===== config.mk =====
export PLATFORM = sky130hd
export DESIGN_NAME = fifo_wr_ctrl
export DESIGN_NICKNAME = d
export VERILOG_FILES = /design/src/rtl/fifo_wr_ctrl_pkg.sv /design/src/rtl/gray2bin.sv /design/src/rtl/fifo_wr_ctrl.sv
export SDC_FILE = /design/constraint.sdc
export NUM_CORES = 1
export LEC_CHECK = 0
export ABC_AREA = 1
export BUFFER_PORTS_ARGS = -buffer_cell sky130_fd_sc_hd__buf_2
export CORE_MARGIN = 10
export CORE_UTILIZATION = 40
export CTS_CLUSTER_SIZE = 40
export DETAILED_ROUTE_END_ITERATION = 10
export PLACE_DENSITY = 0.72
export SLEW_MARGIN = 20
export SYNTH_ARGS = -nofsm -noshare
export SYNTH_HDL_FRONTEND = slang
export SYNTH_SLANG_ARGS = --single-unit
export TNS_END_PERCENT = 1

===== constraint.sdc =====
create_clock -name W_CLK -period 1.6 [get_ports W_CLK]
set_clock_uncertainty 0.2 [all_clocks]
set_input_delay 0.08 -clock W_CLK [delete_from_list [all_inputs] [get_ports W_CLK]]
set_output_delay 0.08 -clock W_CLK [all_outputs]
set_load 0.005 [all_outputs]

===== src/rtl/fifo_wr_ctrl_pkg.sv =====
// rtl/fifo_wr_ctrl_pkg.sv - shared constants and Gray helpers for the async FIFO controllers
//
// Holds the default geometry of the asynchronous FIFO so that the write-side
// and read-side pointer controllers agree on it. It also provides a
// binary-to-Gray helper that both controllers use to build the pointer they
// send across the clock boundary.
//
// Contents
//   DEF_FIFO_DEPTH   : default number of FIFO entries (2**(DEF_P_SIZE-1))
//   DEF_P_SIZE       : default pointer width, including the wrap bit
//   DEF_AFULL_THRESH : default almost-full fill level
//   bin2gray()       : binary to reflected Gray code, 32-bit wide; callers
//                      cast the result down to their pointer width

package fifo_wr_ctrl_pkg;

    localparam int DEF_FIFO_DEPTH   = 8;
    localparam int DEF_P_SIZE       = 4;
    localparam int DEF_AFULL_THRESH = 6;

    // Adjacent binary values map to Gray codes that differ in exactly one
    // bit, so a pointer sampled mid-change in the other domain is off by at
    // most one position.
    function automatic logic [31:0] bin2gray(input logic [31:0] bin);
        return bin ^ (bin >> 1);
    endfunction

endpackage


===== src/rtl/gray2bin.sv =====
// rtl/gray2bin.sv - parameterized Gray-to-binary converter (XOR prefix)
//
// Converts a Gray-coded pointer back to plain binary so that it can be used
// in subtraction. Each binary bit is the XOR of its Gray bit and all of the
// more-significant Gray bits. The write controller and the read controller
// both use this block.
//
// Parameters
//   WIDTH   : code width in bits
// Ports
//   gray_i  : Gray-coded input value
//   bin_o   : equivalent binary value (combinational)

module gray2bin #(
    parameter int WIDTH = 4
) (
    input  logic [WIDTH-1:0] gray_i,
    output logic [WIDTH-1:0] bin_o
);

    // The top bit is copied unchanged. Each lower bit folds in the running
    // XOR of the bits above it. The chain is unrolled into plain XOR gates.
    always_comb begin
        bin_o = '0;
        bin_o[WIDTH-1] = gray_i[WIDTH-1];
        for (int i = WIDTH - 2; i >= 0; i--) begin
            bin_o[i] = bin_o[i+1] ^ gray_i[i];
        end
    end

endmodule


===== src/rtl/fifo_wr_ctrl.sv =====
// rtl/fifo_wr_ctrl.sv - write-domain pointer, full/overflow and fill-level control for an async FIFO
//
// Keeps the binary write pointer and its Gray copy for the write side of a
// dual-clock FIFO. From the read pointer that has already been synchronized
// into this domain, it derives the full flag, a sticky overflow flag, and
// (optionally) a pessimistic fill level with an almost-full flag.
//
// Build option
//   FIFO_WR_CTRL_LEVEL_EN : when defined, W_LEVEL and AFULL are computed
//                           using a gray2bin instance. When undefined, both
//                           outputs are tied to 0 and the ports stay present.
//
// Parameters
//   FIFO_DEPTH   : number of FIFO entries, must equal 2**(P_SIZE-1)
//   P_SIZE       : pointer width, including the wrap bit
//   AFULL_THRESH : fill level at which AFULL asserts (1..FIFO_DEPTH)
//
// Ports
//   W_CLK    in   write-domain clock
//   W_RST    in   asynchronous active-high reset
//   W_INC    in   write request
//   OVF_CLR  in   clears the sticky OVERFLOW flag
//   wq2_rptr in   Gray read pointer, already synchronized into W_CLK
//   FULL     out  registered full flag
//   WCLKEN   out  memory write enable (W_INC & ~FULL), combinational
//   waddr    out  memory write address (low bits of the binary pointer)
//   wptr     out  registered Gray write pointer, sent to the read domain
//   OVERFLOW out  sticky: a write was attempted while full
//   W_LEVEL  out  registered, pessimistic fill level
//   AFULL    out  registered almost-full flag

module fifo_wr_ctrl
    import fifo_wr_ctrl_pkg::*;
#(
    parameter int FIFO_DEPTH   = DEF_FIFO_DEPTH,
    parameter int P_SIZE       = DEF_P_SIZE,
    parameter int AFULL_THRESH = DEF_AFULL_THRESH
) (
    input  logic              W_CLK,
    input  logic              W_RST,
    input  logic              W_INC,
    input  logic              OVF_CLR,
    input  logic [P_SIZE-1:0] wq2_rptr,
    output logic              FULL,
    output logic              WCLKEN,
    output logic [P_SIZE-2:0] waddr,
    output logic [P_SIZE-1:0] wptr,
    output logic              OVERFLOW,
    output logic [P_SIZE-1:0] W_LEVEL,
    output logic              AFULL
);

    // Catch an inconsistent geometry at elaboration rather than as a
    // silently wrong full flag later on.
    if (FIFO_DEPTH != (1 << (P_SIZE - 1))) begin : g_bad_depth
        $error("fifo_wr_ctrl: FIFO_DEPTH must equal 2**(P_SIZE-1)");
    end
    if ((AFULL_THRESH < 1) || (AFULL_THRESH > FIFO_DEPTH)) begin : g_bad_thresh
        $error("fifo_wr_ctrl: AFULL_THRESH must lie in 1..FIFO_DEPTH");
    end

    // ------------------------------------------------------------------
    // State
    // ------------------------------------------------------------------
    logic [P_SIZE-1:0] wbin_q, wbin_d;
    logic [P_SIZE-1:0] wptr_q, wptr_d;
    logic              full_q, full_d;
    logic              ovf_q,  ovf_d;

    logic              accept;
    logic [P_SIZE-1:0] rptr_full_cmp;

    // A write is taken only when there is room. A rejected request leaves
    // the pointers unchanged, so a write attempted while full never
    // corrupts the memory.
    assign accept = W_INC & ~full_q;
    assign wbin_d = wbin_q + P_SIZE'(accept);
    assign wptr_d = P_SIZE'(bin2gray(32'(wbin_d)));

    // The FIFO is full when the write pointer has lapped the read pointer
    // by exactly one pass. In Gray code, that means the two MSBs are
    // inverted and all the lower bits are equal.
    assign rptr_full_cmp = {~wq2_rptr[P_SIZE-1:P_SIZE-2], wq2_rptr[P_SIZE-3:0]};
    assign full_d        = (wptr_d == rptr_full_cmp);

    // Set has priority over clear: an overflow that coincides with the
    // clear strobe must not be lost.
    assign ovf_d = (W_INC & full_q) | (ovf_q & ~OVF_CLR);

    always_ff @(posedge W_CLK or posedge W_RST) begin
        if (W_RST) begin
            wbin_q <= '0;
            wptr_q <= '0;
            full_q <= 1'b0;
            ovf_q  <= 1'b0;
        end else begin
            wbin_q <= wbin_d;
            wptr_q <= wptr_d;
            full_q <= full_d;
            ovf_q  <= ovf_d;
        end
    end

    assign FULL     = full_q;
    assign WCLKEN   = accept;
    assign waddr    = wbin_q[P_SIZE-2:0];
    assign wptr     = wptr_q;
    assign OVERFLOW = ovf_q;

    // ------------------------------------------------------------------
    // Optional fill level / almost-full
    // ------------------------------------------------------------------
`ifdef FIFO_WR_CTRL_LEVEL_EN
    logic [P_SIZE-1:0] rbin;
    logic [P_SIZE-1:0] level_q, level_d;
    logic              afull_q, afull_d;

    gray2bin #(
        .WIDTH (P_SIZE)
    ) u_rptr_g2b (
        .gray_i (wq2_rptr),
        .bin_o  (rbin)
    );

    // Modulo subtraction stays correct when either pointer wraps. The read
    // pointer is stale by the synchronizer delay, so the level can only
    // over-report, which is the safe direction for the writer.
    assign level_d = wbin_d - rbin;
    assign afull_d = (level_d >= P_SIZE'(AFULL_THRESH));

    always_ff @(posedge W_CLK or posedge W_RST) begin
        if (W_RST) begin
            level_q <= '0;
            afull_q <= 1'b0;
        end else begin
            level_q <= level_d;
            afull_q <= afull_d;
        end
    end

    assign W_LEVEL = level_q;
    assign AFULL   = afull_q;
`else
    assign W_LEVEL = '0;
    assign AFULL   = 1'b0;
`endif

endmodule


==> results of run 1 <==
==> flip-flops by register name (all words and copies together), names as in the netlist <==
| signal | flops |
|---|---|
| FULL | 1 |
| OVERFLOW | 1 |
| wbin_q | 4 |
| wptr | 3 |
==> path summary, 6_finish.rpt <==
| check | endpoint | slack (ns) | cells after the start |
|---|---|---|---|
| setup / recovery | FULL$_DFF_PP0_ | -0.07 | 10 |
| hold / removal | FULL$_DFF_PP0_ | 0.009 | 5 |
| setup reg to reg | FULL$_DFF_PP0_ | -0.07 | 10 |
| hold reg to reg | wbin_q[0]$_DFF_PP0_ | 0.41 | 1 |
| max in group asynchronous | wptr[1]$_DFF_PP0_ | 0.83 | 3 |
| min in group asynchronous | OVERFLOW$_DFF_PP0_ | 0.13 | 3 |
==> kinds of logic (layout without fill, tap and decap cells) <==
kind of cell	count (synthesis)	in the layout	synth area share (%)
XOR/XNOR	1	1	1.65
AND/OR/NAND/NOR	38	38	34.8
adder cells (fa/ha/maj)	2	2	4.71
other	1	5	0.705
buffers and inverters	16	44	14.8
AO/OA/AOI/OAI	1	1	0.940
flip-flops	9	9	42.4
==> final cells by class <==
type	instances	area [um^2]
clock buffers	4	26.3
flip-flops and latches	9	225
repair buffers	29	190
inverters	11	41.3
well taps	15	18.8
multi-input cells	47	297
fillers	110	487
==> worst max-delay path: cells and delay by family (launching register included) <==
kind / cells / cell delay, ns
adders and majority gates: 1 / 0.17
buffers and inverters: 1 / 0.11
DFF: 1 / 0.41
and+or+nand+nor: 8 / 0.68
==> cell usage in the layout, fill, tap and decap left out <==
| cell | instances |
|---|---|
| buf_2 | 17 |
| buf_4 | 7 |
| clkbuf_1 | 1 |
| clkbuf_4 | 3 |
| conb_1 | 5 |
| dfrtp_1 | 9 |
| dlygate4sd3_1 | 4 |
| dlymetal6s4s_1 | 1 |
| ha_4 | 2 |
| inv_1 | 9 |
| inv_2 | 2 |
| nand2_1 | 16 |
| nand2_2 | 5 |
| nand3_1 | 11 |
| nand3b_1 | 2 |
| nand4_1 | 1 |
| nand4_2 | 1 |
| nor2_1 | 1 |
| nor2_4 | 1 |
| o21ai_0 | 1 |
| xor2_4 | 1 |
==> report_power, final <==
group / switching [uW] / internal, uW / total (uW)
Clock: 75.7 / 95.9 / 172
Combinational: 532 / 541 / 1070
Sequential: 88.1 / 344 / 432
==> metal layers <==
layer  share of wire (%)  GRT usage [%]  wire (um)
met1                  42           7.89        544
met2                  50           16.0        647
met3                 5.7           4.27         74
met4                 2.9           5.15         38
met5                   0              0          0
==> stage by stage <==
step	setup TNS, ns	instances	total power [uW]	hold WS (ns)	utilization, %
finish	-0.0706	115	1680	0.00896	62.1
global route	-0.198	115	1850	0.0439	62.1
CTS	-0.0722	112	1580	0.00738	59.3
detailed placement	-0.160	103	1330	-0.146	52.0
global placement	-0.110	103	1310	-0.156	52.0
floorplan	-0.0675	72	1010	-0.292	-
==> what timing repair did <==
action | CTS | global route
hold endpoints to repair | 11 | 0
gates resized for setup | 3 | 4
setup endpoints to repair | 3 | 4
pin swaps | 1 | 2
buffers inserted | 0 | 3
hold buffers | 5 | 0
==> results.toml, run 1 <==
[drt]
drt-initial-drc-count = 3
wl_um = 1300
wl_per_cell_um = 11.3
drc = 0
drtAntennaViolNets = 0
routed_via_density = 4.57
drt-pass1-iter-count = 4
num_vias = 526

[grt]
gr-usage-all-layers_pct = 8.94
grt_max_degree = 10
grt_pass1_vias = 576
overflow = 0
antenna_found_initial = 0
grt_pass1_wl_um = 2290

[timing]
fin_ws_ns = -0.0706
min_period_over_period_pct = 104
max_clock_freq_ghz = 0.599
hold_viol = 0
rsz0062_at_grt = "true"
drv_slew = 0
finalSetupViolCount = 1
period_minus_slack_ns = 1.67

[setup_path]
end_kind = "register"
critical-path-max-stage-delay_ns = 0.41
arrival_ns = 1.62
worstSetupStartpointType = "register"
critPathMaxFanout = 4
timing.rr.start = "FULL$_DFF_PP0_"
crit_required_ns = 1.55
cp_slowest_cell = "dfrtp_1"
path_class = "register to register"
timing.critical_path.from = "FULL$_DFF_PP0_"
crit_chain = "nor2_4, ha_4, buf_4, nand3_1, nand2_2, nand2_2, nand2_1, nand3b_1, nand2_1, nor2_1"

[yosys]
synth-edff-count = 0
synth_area_leader_cell = "dfrtp_1"
synth_cell_type_count = 14
netlist_top_cells_count = "17 x nand2_1, 11 x inv_1, 11 x nand3_1"
postSynth.asyncResetShare_pct = 100
synth_cells = 68
synth_ff_type = "dfrtp_1"
synth_area_um2 = 532
yosysMostFrequentCell = "nand2_1"
synth-seq-cells = 9
yosys.area.top_type_share_pct = 42.4
ys_warn_count = 0
synth.area.top_cells = "dfrtp_1 42%, nand2_1 12%, nand3_1 10%"
postSynthAreaPerCell_um2 = 7.82
ys_seq_area_share_pct = 42.4

[clock_network]
ctsRootBufferMaster = "clkbuf_4"
cts.path.max_buffers = 2
insertion_delay_ns = 0.25
clkTransAtPathRegs_ns = 0.06
cts-htree-levels = 1
tritoncts = "yes"
cts_sinks = 9
cts_buffers = 3

[job]
cap_violations = 0

[die]
coreArea_mm2 = 0.00128
die_w_um = 56.5
pin_count = 23
die_y_um = 56.5
initial_core_util_pct = 41.4
die-area_mm2 = 0.00319
rows = 13

[layout]
areaGrowthSynthToFinish_pct = 50.1
stdcell_area_um2 = 798
nets = 111
drive_gt1_share_pct = 39.0
n_antenna_cell = 0

[status]
violations = "negative setup slack"
status = "complete, but fails checks"

[min_path]
min_from = "wq2_rptr[1]"
hp-class = "input port to register"

[pwr]
powerDensity_mw_per_mm2 = 2100
p_leak_uw = 0.000462
peakVddDrop_mv = 1.09

[place]
port_buffers = 17
dp_hpwl_um = 1040
place_ws_ns = -0.133
placed_cell_area_um2 = 668
gp_congestion = 0.762
Power figures use the tool's default switching activity.
==> inputs of run 2 (changes only) <==
--- a/config.mk
+++ b/config.mk
@@ -16,4 +16,3 @@
 export SYNTH_ARGS = -nofsm -noshare
 export SYNTH_HDL_FRONTEND = slang
 export SYNTH_SLANG_ARGS = --single-unit
-export TNS_END_PERCENT = 1
==> run 2 against run 1 <==
Compared with the run above: the run still ends with negative setup slack left; worst setup slack got worse by 0.0034 ns; die area did not move; largest cell class unchanged; critical path type unchanged; hold slack got worse by 0.0016 ns; core utilization rose by 0.58 points; maximum frequency fell by 0.20%.
==> results.toml, run 2 (same netlist as run 1, synthesis figures left out) <==
[pwr]
p_leak_uw = 0.000450
p_seq_share_pct = 25.6
switching_share_pct = 41.5
internal_power_uw = 995
powerDensity_mw_per_mm2 = 2110
peakVddDrop_mv = 1.09
pwr-share-comb_pct = 64.4
net-switching-power_uw = 706
pwr-share-clk_pct = 10.0

[grt]
grt.busiest_layer = "met2"
grt_max_degree = 10
use_met3_pct = 4.27
met1_usage_pct = 7.89
overflow = 0
grt_pass1_vias = 576
grt_util_met2_pct = 16.0
gr-usage-all-layers_pct = 8.94
antenna_found_initial = 0
grt_pass1_wl_um = 2290

[setup_path]
crit_required_ns = 1.55
path_class = "register to register"
arrival_ns = 1.62
critPathMaxFanout = 4
end_kind = "register"
worstSetupStartpointType = "register"
rrSetupSlack_ns = -0.07

[layout]
n_antenna_cell = 0
multi_input_area_um2 = 299
layout_common_cells = "17 x buf_2, 15 x nand2_1, 11 x nand3_1"
nets = 112
drive_gt1_share_pct = 40.6
final_common_cell = "buf_2"
final.fill_count = 113
largest_reg_flops = 4
areaGrowthSynthToFinish_pct = 51.5
top_register = "wbin_q"
final-seq-area_um2 = 225
final_util_pct = 62.7

[clock_network]
cts_buffers = 3
insertion_delay_ns = 0.25
clkTransAtPathRegs_ns = 0.06
ctsRootBufferMaster = "clkbuf_4"
cts-htree-levels = 1
cts.path.max_buffers = 2
cts_sinks = 9
tritoncts = "yes"

[die]
initial_core_util_pct = 41.4
pin_count = 23
coreArea_mm2 = 0.00128
die-area_mm2 = 0.00319
die_y_um = 56.5
rows = 13
die_w_um = 56.5

[drt]
drc = 0
routed_via_density = 4.59
num_vias = 533
drtAntennaViolNets = 0
wl_um = 1320
drt-pass1-iter-count = 4
wl_per_cell_um = 11.4
drt-initial-drc-count = 5

[timing]
hold_viol = 0
hold-worst-slack_ns = 0.00732
drv_slew = 0
max_clock_freq_ghz = 0.597
rsz0062_at_grt = "true"
finalSetupViolCount = 2
fin_ws_ns = -0.0740
min_period_over_period_pct = 105
period_minus_slack_ns = 1.67
fin_setup_tns_ns = -0.111

[place]
place_ws_ns = -0.133
dp_hpwl_um = 1040
port_buffers = 17
gp_congestion = 0.762

[status]
violations = "negative setup slack"
status = "complete, but fails checks"

[min_path]
hp-class = "input port to register"

[job]
cap_violations = 0
run 2: critical path: stages, from the launching register on:
cell	delay (ns)
dfrtp_1	0.41
nor2_4	0.12
ha_4	0.17
buf_4	0.11
nand3_1	0.10
nand2_2	0.12
nand2_2	0.08
nand2_1	0.08
nand3b_1	0.08
nand2_1	0.06
nor2_1	0.04
run 2: per-layer routing:
| metal | part of all wire, % | wire length (um) | up-vias |
|---|---|---|---|
| met5 | 0 | 0 | - |
| met1 | 42 | 555 | 240 |
| met4 | 2.9 | 38 | 0 |
| li1 | - | - | 270 |
| met3 | 5.3 | 70 | 4 |
| met2 | 50 | 654 | 19 |
run 2: layout make-up:
class	instances	area share, %
Sequential cell	9	28.0
Tap cell	15	2.33
Inverter	11	5.12
Timing Repair Buffer	30	24.2
Multi-Input combinational cell	47	37.1
Clock buffer	4	3.26
run 2: power by group through the flow:
stage	clock, uW	combinational, uW	sequential (uW)
floorplan	0	562	446
global placement	0	886	422
detailed placement	0	905	428
CTS	174	970	434
global route	190	1230	445
finish	171	1090	435
run 2: worst paths after layout:
path,start,to,depth (start not counted)
setup / recovery,FULL$_DFF_PP0_,FULL$_DFF_PP0_,10
hold / removal,wq2_rptr[1],FULL$_DFF_PP0_,5
setup reg to reg,FULL$_DFF_PP0_,FULL$_DFF_PP0_,10
hold reg to reg,OVERFLOW$_DFF_PP0_,OVERFLOW$_DFF_PP0_,2
max in group asynchronous,W_RST,wptr[1]$_DFF_PP0_,3
min in group asynchronous,W_RST,OVERFLOW$_DFF_PP0_,3
run 2: what timing repair did:
action | in CTS | in global routing
cloned | 0 | 0
setup endpoints to repair | 3 | 4
gates resized for setup | 3 | 4
buffers inserted | 0 | 4
pin swaps | 1 | 3
hold buffers | 5 | 1
endpoints found under the hold margin | 11 | 1
run 2: stage by stage:
step	cell area [um^2]	total power [uW]	instances
CTS	762	1580	112
finish	806	1700	116
floorplan	572	1010	72
global route	806	1870	116
global placement	668	1310	103
detailed placement	668	1330	103
